### config.mk
export PLATFORM = sky130hd
export DESIGN_NAME = shift_mult16_seq
export DESIGN_NICKNAME = d
export VERILOG_FILES = /design/src/rtl/shift_mult16_seq.sv
export SDC_FILE = /design/constraint.sdc
export NUM_CORES = 1
export LEC_CHECK = 0
export BUFFER_PORTS_ARGS = -buffer_cell sky130_fd_sc_hd__buf_2
export CORE_MARGIN = 2
export CORE_UTILIZATION = 51
export DETAILED_ROUTE_END_ITERATION = 6
export GPL_TIMING_DRIVEN = 0
export HOLD_SLACK_MARGIN = 0.06
export PLACE_DENSITY = 0.84
export SYNTH_ARGS = -nofsm -noshare
export SYNTH_HDL_FRONTEND = slang
export SYNTH_SLANG_ARGS = --single-unit
### constraint.sdc
create_clock -name clk -period 2.9 [get_ports clk]
set_clock_uncertainty 0.1 [all_clocks]
set_input_delay 0.145 -clock clk [delete_from_list [all_inputs] [get_ports clk]]
set_output_delay 0.145 -clock clk [all_outputs]
set_load 0.02 [all_outputs]
### src/rtl/shift_mult16_seq.sv
// shift_mult16_seq: posedge sequencer wrapped around a 16-bit serial shift
// multiplier whose datapath steps on negedge, one step per operand-b bit.
//
// Operation:
//   - Accepts an operand pair on an in_valid/in_ready handshake.
//   - Holds the operands on mult_a/mult_b and strobes mult_rst so the
//     multiplier loads.
//   - Releases mult_rst for exactly B_WIDTH cycles, then captures mult_y.
//   - Offers the captured result on an out_valid/out_ready handshake.
//
// Optional build macro: SHIFT_MULT16_SEQ_ZERO_SKIP_EN. When it is defined, an
// accepted pair with a zero operand goes straight to DONE with a zero result.
module shift_mult16_seq #(
    parameter int B_WIDTH = 8
) (
    input  logic               clk,
    input  logic               rst,
    input  logic               in_valid,
    output logic               in_ready,
    input  logic [15:0]        in_a,
    input  logic [B_WIDTH-1:0] in_b,
    output logic               mult_rst,
    output logic [15:0]        mult_a,
    output logic [B_WIDTH-1:0] mult_b,
    input  logic [15:0]        mult_y,
    output logic               out_valid,
    input  logic               out_ready,
    output logic [15:0]        out_y,
    output logic               busy
);

    // One extra bit of headroom so the counter never wraps inside RUN.
    localparam int CW = $clog2(B_WIDTH) + 1;
    localparam logic [CW-1:0] LAST_STEP = CW'(B_WIDTH - 1);

    typedef enum logic [1:0] {
        IDLE = 2'd0,
        LOAD = 2'd1,
        RUN  = 2'd2,
        DONE = 2'd3
    } state_t;

    state_t          state_reg;
    logic [CW-1:0]   count_reg;
    logic            accept;

`ifdef SHIFT_MULT16_SEQ_ZERO_SKIP_EN
    logic            zero_op;
    assign zero_op = (in_a == 16'd0) || (in_b == '0);
`endif

    // in_ready is the only combinational output: accept only while idle.
    assign in_ready = (state_reg == IDLE);
    assign accept   = in_valid && in_ready;

    // Sequencer: handshake, multiplier strobe, step counting and result capture.
    always_ff @(posedge clk or posedge rst) begin
        if (rst) begin
            state_reg <= IDLE;
            count_reg <= '0;
            mult_rst  <= 1'b1;
            mult_a    <= '0;
            mult_b    <= '0;
            out_y     <= '0;
            out_valid <= 1'b0;
            busy      <= 1'b0;
        end else begin
            case (state_reg)
                IDLE: begin
                    mult_rst <= 1'b1;
                    if (accept) begin
                        mult_a <= in_a;
                        mult_b <= in_b;
                        busy   <= 1'b1;
`ifdef SHIFT_MULT16_SEQ_ZERO_SKIP_EN
                        if (zero_op) begin
                            // Product is trivially zero; the multiplier stays cleared.
                            out_y     <= '0;
                            out_valid <= 1'b1;
                            state_reg <= DONE;
                        end else begin
                            state_reg <= LOAD;
                        end
`else
                        state_reg <= LOAD;
`endif
                    end
                end
                LOAD: begin
                    // The multiplier loaded mult_b on the negedge inside this cycle.
                    mult_rst  <= 1'b0;
                    count_reg <= '0;
                    state_reg <= RUN;
                end
                RUN: begin
                    count_reg <= count_reg + 1'b1;
                    if (count_reg == LAST_STEP) begin
                        // The last serial step completed on the preceding negedge.
                        out_y     <= mult_y;
                        out_valid <= 1'b1;
                        mult_rst  <= 1'b1;
                        state_reg <= DONE;
                    end
                end
                DONE: begin
                    if (out_ready) begin
                        out_valid <= 1'b0;
                        busy      <= 1'b0;
                        state_reg <= IDLE;
                    end
                end
                default: begin
                    state_reg <= IDLE;
                    mult_rst  <= 1'b1;
                    out_valid <= 1'b0;
                    busy      <= 1'b0;
                end
            endcase
        end
    end

endmodule

== Yosys cells after proc, flatten, opt, wreduce, memory -nomap -nowiden ==
Cells that the tools add are included.

* Register bits after elaboration: 49
* Input port bits: 44

* $add $sub $neg: 1
* Equality and inequality tests: 7
* Multiplexer cells: 11
* Reduce and logical (&&, ||, !) cells: 12

{| class="wikitable"
|+ Operator list
! kind !! count
|-
| 3-bit AND reduction || 3
|-
| 2-bit one-hot mux with 4 select lines || 1
|-
| 4-bit one-hot mux with 2 select lines || 1
|-
| 2-bit 2-to-1 mux || 3
|-
| 2-bit AND reduction || 3
|-
| 2-bit nonzero test || 3
|-
| 4-bit by 1-bit adder with 4-bit output, second input constant || 1
|-
| 2-bit == test, second input constant || 2
|-
| 4-bit by 3-bit == test with 1-bit output, second input constant || 1
|-
| 2-bit != test, second input constant || 2
|-
| 1-bit one-hot mux with 2 select lines || 2
|-
| 1-bit 2-to-1 mux || 3
|-
| 1-bit one-hot mux with 3 select lines || 1
|-
| 3-bit nonzero test || 1
|-
| 2-bit by 1-bit == test with 1-bit output, second input constant || 1
|-
| 2-bit logical NOT || 1
|-
| 2-bit by 1-bit != test with 1-bit output, second input constant || 1
|-
| 1-bit logical AND || 1
|}

== Longest topological paths before layout ==
* Depth after elaboration: 4
* Depth in mapped cells: 8

== Worst setup path after synthesis ==
Ideal clock, no wire load.

* Kind: register -> register
* Start point: register state_reg[0]
* End point: register out_y[0]
* Library setup time: 125 ps
* Arrival time: 1637 ps
* Slack: 1038 ps
* Cell stages (with the launch flop): 9
* Buffers on the path: 3
* Path through: dfrtp_1 > inv_1 > ha_1 > buf_4 > inv_1 > or2_1 > buf_6 > buf_12 > mux2_4

* Cells in the longest elaborated chain, start to end: 2

{| class="wikitable"
|+ Ends and longest elaborated chain
! element !! RTL line !! RTL
|-
| start: declaration || 43 || <nowiki>state_t state_reg;</nowiki>
|-
| start signal: assignment || 59 || <nowiki>state_reg <= IDLE;</nowiki>
|-
| start signal: assignment || 85 || <nowiki>state_reg <= LOAD;</nowiki>
|-
| start signal: assignment || 93 || <nowiki>state_reg <= RUN;</nowiki>
|-
| 2-bit == test || 68 || <nowiki>case (state_reg)</nowiki>
|-
| 2-bit AND reduction (no line) || n/a ||
|-
| end signal: assignment || 99 || <nowiki>out_y <= mult_y;</nowiki>
|-
| end: declaration || 28 || <nowiki>output logic [15:0] out_y,</nowiki>
|}

No other way between the ends.
A chain may end at the register's enable or synchronous reset.

== Worst setup path in the final report ==
Ends and elaborated chain as after synthesis.

==> summary.md <==
| Metric | Value |
|---|---|
| Status | completed |
| P per Cell Area | 845 mW/mm² |
| Min cycle time layout | 2.04 ns |
| Worst endpoint required time | 2.99 ns |
| Synth Cell Area | 0.00211 mm² |
| Synth Instances | 143 |
| Comb pwr share | 44.2% |
| Switch share | 38.7% |
| Crit share post-route | between 70 and 80% |
| Vias | around 1600 |
| Final Hold Vio Count | 0 |
| WL final | approximately 5600 µm |
| M1 WL | 2160 µm |
| Cell-internal power | 1.62 mW |
| Hold Path Class | in2reg |
| Max-Cap Viols | 0 |
| Fraction of layout cells with a size suffix above 1 | 51.4% |
| Met3 WL | 306 µm |
| Row count | 23 |
| CTS root buf | clkbuf_8 |
| Synth warn | 0 |
| Critical path's slowest cell | dfrtp_1 |
| Starting Density | between 50 and 60% |
| Setup TNS | 0 ns |
| Seq/Total Area, Yosys | 58.2% |
| P_sw | 1.02 mW |
| Lkg Pwr | 1.61 nW |
| Clock power frac | 15.6% |
| Reg clk slew, reported paths | 0.09 ns |
| Final Util | 78.3% |
| Sequential power share | 40.2% |
| Syn avg cell area | 14.8 µm² |
| Number of iterations in the first detailed-routing pass | 4 |
| Layout area overhead | 48.4% |
| Crit-path max cell delay | 0.44 ns |
| Port bufs | 87 |
| RSZ-0062 raised after global routing | false |
| Rel. slew slack | between 60 and 70% |
| Post-route ant nets | 0 |
| Vias in the first global route | 1672 |
| Resized Gates After CTS | 0 |
| CP startpoint | state_reg[0]$_DFFE_PP0P_ |
| Number of cells on the critical path | 8 |
| Critical Path AT | 2.13 ns |
| CP Buf/Inv Count | 5 |
| Grt total ovfl | 0 |
| Clock Sinks | 49 |
| Die Ht | 68.3 µm |
| Highest routed layer | met4 |
| All-Layer GR Usage | 25.5% |
| Crit path top cell by count | inv_1 |
| CTS tree | yes |
| Crit path cell chain | inv_1 -> ha_1 -> buf_4 -> inv_1 -> or2_1 -> buf_6 -> buf_12 -> mux2_4 |
| Crit Path Category | reg2reg |
| Post-synth cell types | 29 |
| # H-tree levels | 2 |
| Chip width | 68.3 µm |
| Largest net degree at the start of global routing | 32 |
| Maximum vdd ir drop | 0.603 mV |
| Final Setup Violations | 0 |
| Drt wl/cell | 17.0 µm |
| CTS max path bufs | 2 |
| Core area | 0.00400 mm² |
| FF-to-FF setup slack | 0.86 ns |
| Drc violations | 0 |
| Clock latency on the worst-skew pair | 0.30 ns |
| IO Count | a little under 90 |
| Crit-path max FO | 10 |
| First-pass GRT wire length | between 8000 and 9000 µm |
| CP endpoint kind | flop |
| Synthesis-stage register bit count | 49 |
| Cell family with most CP delay | buffers and inverters |
| FF-to-FF End | out_y[0]$_DFFE_PP0P_ |
| CTS Buf Count | 5 |
| Top flop regs | mult_a: 16 flops, out_y: 16 flops, mult_b: 8 flops |
| Vias per cell | approximately 4.8 |
| Worst-Margin Slew | 0.462 ns |
| Synthesized net count | 195 |
| Peak Freq | 490 MHz |
| Reg2Reg Depth | 8 |
| ANT cells | 0 |
| Post-DP HPWL | 3190 µm |
| Crit path capture | out_y[0]$_DFFE_PP0P_ |
| Max Slew Vio Count | 0 |
| NumNets Final | between 300 and 400 |
| Critical Path Start Type | flop |
| FF-to-FF Start | state_reg[0]$_DFFE_PP0P_ |
| Die area | 0.00467 mm² |
| Initial antenna violation count | 0 |
| GPL Wtd Cong | approximately 0.74 |
| Initial DRC Count | 138 |
| Met2 WL | 3040 µm |
## cells by family (layout without fill, tap and decap cells)
kind of cell	Yosys count	count (layout)	share of synthesized area [%]
flip-flops	49	49	58.2
multiplexers	42	42	24.1
AO/OA/AOI/OAI	16	16	4.98
buffers and inverters	16	153	4.27
AND/OR/NAND/NOR	12	12	3.73
adder cells (fa/ha/maj)	8	8	4.74
## synth_stat cells (all sizes together)
cell     number  area share [%]
a211oi        2            0.71
a21oi         4            0.95
a222oi        1            0.47
a22oi         1            0.36
a2bb2oi       1            0.42
a31oi         1            0.30
and4b         1            0.47
buf           5             2.3
dfrtp        48              57
dfstp         1             1.2
ha            8             4.7
inv          11             2.0
mux2         41              24
mux2i         1            0.47
nand2         3            0.53
nand2b        1            0.30
nand3         3            0.71
nand3b        1            0.95
nor2          1            0.18
nor2b         1            0.30
o21ai         3            0.71
o22ai         1            0.30
o2bb2ai       1            0.42
o31ai         1            0.36
or2           1            0.30
## repair_timing
item                                   in CTS  in global routing
hold buffers                               41                  0
endpoints found under the hold margin      58                  0
buffers inserted                            0                  0
## cells in the final DEF, fill, tap and decap left out, types with 2 or more instances in the layout
cell | Yosys | layout
nand2_1 | 3 | 3
a211oi_1 | 2 | 2
o21ai_0 | 3 | 3
dlygate4sd3_1 | 0 | 41
a21oi_1 | 4 | 4
buf_2 | 2 | 89
nand3_1 | 3 | 3
dfrtp_1 | 48 | 48
buf_12 | 1 | 2
mux2_4 | 10 | 10
inv_1 | 11 | 10
ha_1 | 8 | 8
clkbuf_8 | 0 | 6
mux2_2 | 31 | 31
## final cells by class
cell class              instances  area, µm²
plain buffers                   5       48.8
fillers                       229        867
inverters                      11       41.3
multi-input cells              78        793
repair buffers                129        866
clock buffers                   7       86.3
flip-flops and latches         49       1230
clock inverters                 1       7.51
well taps                      50       62.6
## stage by stage
step           instances  power, mW  instance area, µm²  setup slack, ns  hold WS, ns
6_report             330       2.65                3130            0.859       0.0662
5_1_grt              330       2.81                3130            0.763       0.0862
4_1_cts              330       2.63                3130            0.870       0.0634
3_5_place_dp         281       2.17                2630            0.894       0.0737
3_3_place_gp         280       2.11                2610            0.896        0.276
2_1_floorplan        143       1.80                2110             1.04        0.194
## worst min-delay path by stage
| stage | start | to | slack, ns | cells past startpoint |
|---|---|---|---|---|
| final | out_ready | out_valid$_DFFE_PP0P_ | 0.07 | 4 |
| after global routing | in_valid | busy$_DFFE_PP0P_ | 0.09 | 3 |
| after CTS | in_valid | busy$_DFFE_PP0P_ | 0.06 | 3 |
| after detailed placement | rst | out_y[5]$_DFFE_PP0P_ | 0.07 | 2 |
| after global placement | in_b[4] | mult_b[4]$_DFFE_PP0P_ | 0.28 | 2 |
| after floorplan | mult_y[0] | out_y[0]$_DFFE_PP0P_ | 0.19 | 1 |
## worst reg2reg max path: cells and delay by family, from the launching register on
family	cells	cell delay, ns
AND/OR/NAND/NOR	1	0.24
multiplexers	1	0.31
buffers and inverters	5	0.67
flip-flops	1	0.44
adder cells (fa/ha/maj)	1	0.16
## routing by layer
metal	vias up	track usage [%]
met5	-	0
met4	0	9.00
met1	766	27.4
met2	55	47.7
met3	9	6.58
li1	767	-
## power groups by stage
stage	clock [mW]	sequential, mW	combinational (mW)
floorplan	0	1.30	0.500
global placement	0	1.04	1.06
detailed placement	0	1.06	1.11
CTS	0.425	1.04	1.16
global route	0.457	1.09	1.26
finish	0.414	1.06	1.17
Note: power is estimated with default switching activity, not from simulation.
